==> src/rtl/alarma_controlador.sv <==
// Vehicle alarm controller: arming/disarming FSM with exit, entry and siren timers,
// registered siren output and a saturating count of trigger events.
module alarma_controlador #(
    parameter int ANCHO_CONT = 8,
    parameter int T_ARMADO   = 16,
    parameter int T_ENTRADA  = 8,
    parameter int T_SIRENA   = 32
) (
    input  logic       clk,
    input  logic       reset_L,
    input  logic       sLuz,
    input  logic       sPrta,
    input  logic       sIgn,
    input  logic       cArmar,
    input  logic       cDesarmar,
    output logic       sAlr,
    output logic [2:0] estado,
    output logic [3:0] nDisparos
);

    typedef enum logic [2:0] {
        DESARMADA = 3'd0,
        ARMANDO   = 3'd1,
        ARMADA    = 3'd2,
        RETARDO   = 3'd3,
        DISPARO   = 3'd4
    } estado_e;

    // Terminal counts: a phase ends on the cycle its counter reaches T-1.
    localparam logic [ANCHO_CONT-1:0] FIN_ARMADO  = ANCHO_CONT'(T_ARMADO - 1);
    localparam logic [ANCHO_CONT-1:0] FIN_ENTRADA = ANCHO_CONT'(T_ENTRADA - 1);
    localparam logic [ANCHO_CONT-1:0] FIN_SIRENA  = ANCHO_CONT'(T_SIRENA - 1);

    estado_e               estado_q, estado_d;
    logic [ANCHO_CONT-1:0] cont_q, cont_d;
    logic                  salr_q, salr_d;
    logic [3:0]            ndisp_q, ndisp_d;

    always_ff @(posedge clk or negedge reset_L) begin
        if (!reset_L) begin
            estado_q <= DESARMADA;
            cont_q   <= '0;
            salr_q   <= 1'b0;
            ndisp_q  <= 4'd0;
        end else begin
            estado_q <= estado_d;
            cont_q   <= cont_d;
            salr_q   <= salr_d;
            ndisp_q  <= ndisp_d;
        end
    end

    always_comb begin
        estado_d = estado_q;
        case (estado_q)
            DESARMADA: begin
                if (cArmar && !cDesarmar && !sIgn) estado_d = ARMANDO;
            end
            ARMANDO: begin
                if (cDesarmar || sIgn)          estado_d = DESARMADA;
                else if (cont_q == FIN_ARMADO)  estado_d = ARMADA;
            end
            ARMADA: begin
                if (cDesarmar)                  estado_d = DESARMADA;
                else if (sPrta)                 estado_d = RETARDO;
            end
            RETARDO: begin
                if (cDesarmar)                  estado_d = DESARMADA;
                else if (cont_q == FIN_ENTRADA) estado_d = DISPARO;
            end
            DISPARO: begin
                if (cDesarmar)                  estado_d = DESARMADA;
                else if (cont_q == FIN_SIRENA)  estado_d = ARMADA;
            end
            default: estado_d = DESARMADA;
        endcase
    end

    // Counter restarts on every state change and only runs in the timed states.
    always_comb begin
        cont_d = '0;
        if (estado_d == estado_q &&
            (estado_q == ARMANDO || estado_q == RETARDO || estado_q == DISPARO)) begin
            cont_d = cont_q + ANCHO_CONT'(1);
        end
    end

    always_comb begin
        ndisp_d = ndisp_q;
        if (estado_d == DISPARO && estado_q != DISPARO && ndisp_q != 4'd15) begin
            ndisp_d = ndisp_q + 4'd1;
        end
        salr_d = (estado_d == DISPARO) ||
                 (estado_d == DESARMADA && sLuz && sPrta && !sIgn);
    end

    assign sAlr      = salr_q;
    assign estado    = estado_q;
    assign nDisparos = ndisp_q;

endmodule

==> config.mk <==
export PLATFORM = sky130hd
export DESIGN_NAME = alarma_controlador
export DESIGN_NICKNAME = d
export VERILOG_FILES = /design/src/rtl/alarma_controlador.sv
export SDC_FILE = /design/constraint.sdc
export NUM_CORES = 1
export LEC_CHECK = 0
export ABC_AREA = 1
export CAP_MARGIN = 10
export CORE_ASPECT_RATIO = 1.2
export CORE_MARGIN = 10
export CORE_UTILIZATION = 50
export CTS_BUF_LIST = sky130_fd_sc_hd__clkbuf_4
export CTS_CLUSTER_SIZE = 25
export DETAILED_ROUTE_END_ITERATION = 8
export PLACE_DENSITY = 0.86
export SLEW_MARGIN = 20
export SYNTH_ARGS = -nofsm -noshare
export SYNTH_HDL_FRONTEND = slang
export SYNTH_SLANG_ARGS = --single-unit
export TNS_END_PERCENT = 30
==> constraint.sdc <==
create_clock -name clk -period 2.4 [get_ports clk]
set_input_delay 0.24 -clock clk [delete_from_list [all_inputs] [get_ports clk]]
set_output_delay 0.24 -clock clk [all_outputs]
set_load 0.005 [all_outputs]
==> results of run 1 <==
## sequential cells by signal (all words and copies together), names as in the netlist
name,flops
cont_q,8
nDisparos,4
estado,3
sAlr,1
## placed cells by master, fill, tap and decap left out, types with 2 or more instances in the layout
master / count
clkdlybuf4s50_1: 14
ha_1: 2
o21ai_0: 2
nor2_2: 5
nand3_2: 2
nand2_1: 16
nand2_2: 3
xor2_1: 7
clkbuf_4: 3
dfrtp_1: 16
inv_1: 16
nand3_1: 11
nor2_1: 28
## worst max path at each step
stage               from  depth (start not counted)  slack [ns]        end
2_1_floorplan  cont_q[0]                          8        1.01       sAlr
3_3_place_gp   cDesarmar                         10        0.80  cont_q[0]
3_5_place_dp   cDesarmar                         10        0.76  cont_q[4]
4_1_cts        cont_q[0]                          8        0.84  cont_q[4]
5_1_grt        cont_q[0]                          7        0.70       sAlr
6_report       cont_q[0]                          8        0.85  cont_q[4]
## cells by family (layout without fill, tap and decap cells)
group           after synthesis  in the layout  synth area share, %
xor+xnor                      8              8                 7.59
flops                        16             16                 43.4
simple gates                 71             71                 36.7
fa+ha+maj                     2              2                 2.71
buf+inv                      16             33                 6.50
compound gates                5              5                 3.12
## through the flow
step                      util, %  setup slack, ns  hold WS [ns]
final                        65.1            0.853         0.361
after global routing         65.1            0.704         0.424
after CTS                    65.1            0.842         0.389
after detailed placement     63.8            0.763         0.455
after global placement       63.8            0.799         0.448
after floorplan                 -             1.01       -0.0556
## metal layers
layer / vias to the layer above / wire (µm)
met5: - / 0
met2: 15 / 892
li1: 400 / -
met4: 0 / 49
met1: 371 / 734
met3: 5 / 116
## cell type report
class,count,share of cell area (%)
Multi-Input combinational cell,86,41.8
Sequential cell,16,36.1
Timing Repair Buffer,14,12.6
Inverter,16,5.42
Clock buffer,3,2.03
Tap cell,18,2.03
## cells in the mapped netlist, types with 2 or more instances
cell type	instances	area [µm²]
nor2_1	28	105
dfrtp_1	16	400
inv_1	16	60.1
nand2_1	16	60.1
nand3_1	11	55.1
xor2_1	7	61.3
nor2_2	5	31.3
nand2_2	3	18.8
ha_1	2	25.0
nand3_2	2	20.0
o21ai_0	2	10.0
## power by group through the flow
stage | clock network, mW | logic [mW] | registers (mW)
CTS | 0.143 | 0.0409 | 0.275
detailed placement | 0 | 0.0408 | 0.280
floorplan | 0 | 0.0188 | 0.280
finish | 0.142 | 0.0399 | 0.275
global route | 0.153 | 0.0455 | 0.276
global placement | 0 | 0.0401 | 0.280
==> impl_metrics.env, run 1 <==
export IMPL_fin_nets=146
export IMPL_power_density_mw_per_mm2=412
export IMPL_end_kind="flop"
export IMPL_syn_cell_area_um2=923
export IMPL_r2r_slack_ns=0.85
export IMPL_cp_arrival_ns=1.77
export IMPL_p_int_mw=0.350
export IMPL_finClkSkew_ns=0.00467
export IMPL_grt_pass1_vias=752
export IMPL_ios=15
export IMPL_use_met1_pct=10.3
export IMPL_cp_start_kind="flop"
export IMPL_ys_warn_count=0
export IMPL_slowest_delay_ns=0.40
export IMPL_postCtsHoldBufs=0
export IMPL_seqPwrFrac_pct=60.2
export IMPL_nFillCells=141
export IMPL_hpwl_um=1440
export IMPL_port_buffers=14
export IMPL_dpl_cell_count=150
export IMPL_clk_pin_slew_worst_paths_ns=0.09
export IMPL_post_drt_wl_per_cell_um=11.7
export IMPL_total_power_mw=0.456
export IMPL_worst_ep_required_time_ns=2.62
export IMPL_hold_violations=0
export IMPL_max_slew_worst_pin_slew_ns=0.693
export IMPL_initial_utilization_pct=54.3
export IMPL_drt_iter0_drc=14
export IMPL_pwr_share_comb_pct=8.7
export IMPL_design_area_mm2=0.00111
export IMPL_synth_ff_latch_count=16
export IMPL_period_needed_ns=1.55
export IMPL_ys_seq_area_share_pct=43.4
export IMPL_drive_above_1_share_pct=11.9
export IMPL_path_common_cell="nor2_1"
export IMPL_synth_cells=118
export IMPL_synth_avg_cell_area_um2=7.83
export IMPL_antennaDiodeCount=0
export IMPL_rr_endpoint="cont_q[4]"
export IMPL_setup_violations=0
export IMPL_grt_busiest_layer="met2"
export IMPL_rows=16
export IMPL_use_met3_pct=2.85
export IMPL_reg2reg_from="cont_q[0]"
export IMPL_worstSetupPathType="flop to flop"
export IMPL_cts_tree="yes"
export IMPL_cts_root_buf="clkbuf_4"
export IMPL_worstPathCellList="ha_1 > nand3_2 > nor2_2 > a21oi_1 > nor2_1 > nor2_1 > nand2_4 > nor2_1"
export IMPL_synth_edf_count=0
export IMPL_syn2layout_area_growth_pct=20.1
export IMPL_status="complete, no violations"
export IMPL_rsz0062_at_grt="false"
export IMPL_p_clk_share_pct=31.0
export IMPL_die_area_mm2=0.00397
export IMPL_cp_max_fo=8
export IMPL_grtUsageMet2_pct=16.9
export IMPL_grt_pass1_wl_um=3120
export IMPL_power_switching_mw=0.107
export IMPL_peakVddDrop_mv=0.303
export IMPL_gp_congestion=0.926
export IMPL_synth_nets=127
export IMPL_drc=0
export IMPL_clock_latency_ns=0.29
export IMPL_multi_input_area_um2=463
export IMPL_cp_slowest_cell="dfrtp_1"
export IMPL_cts_buffers=3
export IMPL_vias=791
export IMPL_first_pass_iters=4
export IMPL_max_slew_margin_pct=53.6
export IMPL_cts_setup_buffers=0
export IMPL_grt_overflow=0
export IMPL_min_path_type="input port to async pin"
export IMPL_drv_cap=0
export IMPL_dieWidth_um=59.2
export IMPL_async_reset_ff_share_pct=100
export IMPL_cts_resized_gates=0
export IMPL_die_h_um=67.1
export IMPL_grtUsageTotal_pct=10.0
export IMPL_antenna_left=0
export IMPL_finalSetupTns_ns=0
export IMPL_grt_max_degree=17
export IMPL_ys_flop_type="dfrtp_1"
export IMPL_synth_distinct_cells=21
export IMPL_fin_crit_sh_pct=64.5
export IMPL_fmax_mhz=646
export IMPL_totalWireLength_um=1790
export IMPL_grt_antenna_before_repair=0
export IMPL_power_leakage_nw=0.534
export IMPL_vias_per_cell=5.17
export IMPL_htree_num_levels=1
export IMPL_clock_path_buffers=2
export IMPL_switching_share_pct=23.3
export IMPL_placedInstanceArea_mm2=0.00109
export IMPL_finalMaxSlewViolations=0
export IMPL_register_area_um2=400
export IMPL_final_cells=153
export IMPL_cp_top_family="simple AND/OR/NAND/NOR gates"
export IMPL_coreArea_mm2=0.00170
export IMPL_critPathBufInv=0
export IMPL_numClockSinks=16
export IMPL_r2r_cells=8
(Power assumes the default switching activity.)
==> run 2, diff against run 1 <==
--- a/config.mk
+++ b/config.mk
@@ -9,11 +9,11 @@
 export CAP_MARGIN = 10
 export CORE_ASPECT_RATIO = 1.2
 export CORE_MARGIN = 10
-export CORE_UTILIZATION = 50
+export CORE_UTILIZATION = 49
 export CTS_BUF_LIST = sky130_fd_sc_hd__clkbuf_4
 export CTS_CLUSTER_SIZE = 25
 export DETAILED_ROUTE_END_ITERATION = 8
-export PLACE_DENSITY = 0.86
+export PLACE_DENSITY = 0.88
 export SLEW_MARGIN = 20
 export SYNTH_ARGS = -nofsm -noshare
 export SYNTH_HDL_FRONTEND = slang
==> constraint.sdc (replaced) <==
create_clock -name clk -period 1.3 [get_ports clk]
set_input_delay 0.13 -clock clk [delete_from_list [all_inputs] [get_ports clk]]
set_output_delay 0.13 -clock clk [all_outputs]
set_load 0.005 [all_outputs]
==> run 2 against run 1 <==
The run now ends with negative setup slack left. Combinational power rose to 2.9 times the previous value. Wire length up 52%. Clock skew is 0.0012 ns lower.
==> impl_metrics.env, run 2 (synthesis gave the netlist of run 1 again) <==
export IMPL_crit_start="cont_q[6]"
export IMPL_vias_per_cell=5.26
export IMPL_r2r_slack_ns=-0.23
export IMPL_cp_max_fo=4
export IMPL_cts_buffers=3
export IMPL_worstSetupPathType="flop to flop"
export IMPL_cts_root_buf="clkbuf_4"
export IMPL_die_h_um=67.6
export IMPL_rsz0062_at_grt="true"
export IMPL_reg2reg_from="cont_q[6]"
export IMPL_final_cells=179
export IMPL_antennaDiodeCount=0
export IMPL_peakVddDrop_mv=0.667
export IMPL_hold_violations=0
export IMPL_power_leakage_nw=0.707
export IMPL_critPathBufInv=0
export IMPL_slowest_delay_ns=0.42
export IMPL_finClkSkew_ns=0.00346
export IMPL_placedInstanceArea_mm2=0.00124
export IMPL_port_buffers=14
export IMPL_initial_utilization_pct=51.1
export IMPL_cp_top_family="simple AND/OR/NAND/NOR gates"
export IMPL_fin_nets=170
export IMPL_cts_tree="yes"
export IMPL_worst_ep_required_time_ns=1.54
export IMPL_largest_reg_flops=8
export IMPL_die_area_mm2=0.00403
export IMPL_hpwl_um=1780
export IMPL_antenna_left=0
export IMPL_cp_arrival_ns=1.77
export IMPL_period_needed_ns=1.53
export IMPL_numClockSinks=16
export IMPL_violations="negative setup slack"
export IMPL_clk_pin_slew_worst_paths_ns=0.10
export IMPL_grt_pass1_wl_um=4430
export IMPL_grt_antenna_before_repair=0
export IMPL_clock_path_buffers=2
export IMPL_drv_cap=0
export IMPL_coreArea_mm2=0.00181
export IMPL_worstPathCellList="nor2_2 > nand2_2 > o21ai_4 > nand2_1 > nor2_1 > nand3_1 > nor2_1"
export IMPL_dp_slack_ns=-0.223
export IMPL_r2r_cells=7
export IMPL_grt_overflow=0
export IMPL_setup_violations=14
export IMPL_finalSetupTns_ns=-2.49
export IMPL_path_depth=7
export IMPL_design_area_mm2=0.00139
export IMPL_final_cell_mix="buf_4 (23), nor2_1 (20), inv_1 (16), nand2_1 (16), dfrtp_1 (14)"
export IMPL_cp_slowest_cell="dfrtp_1"
export IMPL_totalWireLength_um=2730
export IMPL_fmax_mhz=655
export IMPL_regMostFlops="cont_q"
export IMPL_gp_congestion=0.822
export IMPL_endpoint="sAlr"
export IMPL_post_drt_wl_per_cell_um=15.2
export IMPL_first_pass_iters=4
export IMPL_grt_max_degree=17
export IMPL_min_path_type="input port to async pin"
export IMPL_dieWidth_um=59.6
export IMPL_cp_start_kind="flop"
export IMPL_worst_slack_ns=-0.227
export IMPL_htree_num_levels=1
export IMPL_drive_above_1_share_pct=35.6
export IMPL_max_slew_margin_pct=71.9
export IMPL_drc=0
export IMPL_rr_endpoint="sAlr"
export IMPL_postCtsHoldBufs=0
export IMPL_total_power_mw=0.909
export IMPL_dpl_cell_count=168
export IMPL_ios=15
export IMPL_mostFrequentLayoutCell="buf_4"
export IMPL_max_slew_worst_pin_slew_ns=0.419
export IMPL_path_common_cell="nor2_1"
export IMPL_status="finished, violations left"
export IMPL_syn2layout_area_growth_pct=50.5
export IMPL_grtUsageTotal_pct=14.1
export IMPL_drt_iter0_drc=28
export IMPL_grt_pass1_vias=1027
export IMPL_vias=941
export IMPL_power_density_mw_per_mm2=654
export IMPL_rows=17
export IMPL_finalMaxSlewViolations=0
export IMPL_fin_crit_sh_pct=117
export IMPL_end_kind="flop"
export IMPL_clock_latency_ns=0.30
[run 2: cell count changes in the layout (fill, tap and decap cells not counted), sizes merged]
cell,change
buf,+24
clkdlybuf4s50,-8
clkinv,+1
dlygate4sd2,+5
dlymetal6s2s,+3
[run 2: layout make-up]
cell class | count | area (µm²)
multi-input cells | 86 | 552
fillers | 121 | 418
clock inverters | 1 | 3.75
inverters | 16 | 60.1
well taps | 19 | 23.8
clock buffers | 3 | 22.5
flip-flops and latches | 16 | 403
repair buffers | 38 | 325
[run 2: repair_timing]
action                                  in CTS  in global routing
pin swaps                                    6                  4
resized for setup                           16                 13
buffers inserted                             4                  3
endpoints found under the setup margin      19                 20
[run 2: worst min path at each step]
| stage | endpoint | startpoint | slack (ns) | depth (start not counted) |
|---|---|---|---|---|
| after floorplan | cont_q[0] | reset_L | -0.17 | 0 |
| after global placement | cont_q[5] | reset_L | 0.46 | 2 |
| after detailed placement | cont_q[5] | reset_L | 0.47 | 2 |
| after CTS | cont_q[3] | reset_L | 0.14 | 2 |
| after global routing | cont_q[3] | reset_L | 0.17 | 2 |
| final | cont_q[3] | reset_L | 0.14 | 2 |
[run 2: metal layers]
| layer | wire length, µm | vias to the layer above | GRT usage [%] | share of wire [%] |
|---|---|---|---|---|
| li1 | - | 445 | - | - |
| met1 | 1020 | 455 | 13.5 | 37 |
| met2 | 1510 | 35 | 26.3 | 55 |
| met3 | 151 | 6 | 2.81 | 5.5 |
| met4 | 47 | 0 | 9.27 | 1.7 |
| met5 | 0 | - | 0 | 0 |
[run 2: metrics by stage]
stage | hold WS, ns | util (%)
3_3_place_gp | 0.461 | 68.6
2_1_floorplan | -0.166 | -
4_1_cts | 0.138 | 73.7
5_1_grt | 0.166 | 76.9
6_report | 0.136 | 76.9
3_5_place_dp | 0.467 | 68.6
[run 2: power by group]
part / switching [mW] / internal [mW]
Clock: 0.172 / 0.112
Sequential: 0.00601 / 0.503
Combinational: 0.0568 / 0.0591
Total: 0.235 / 0.674
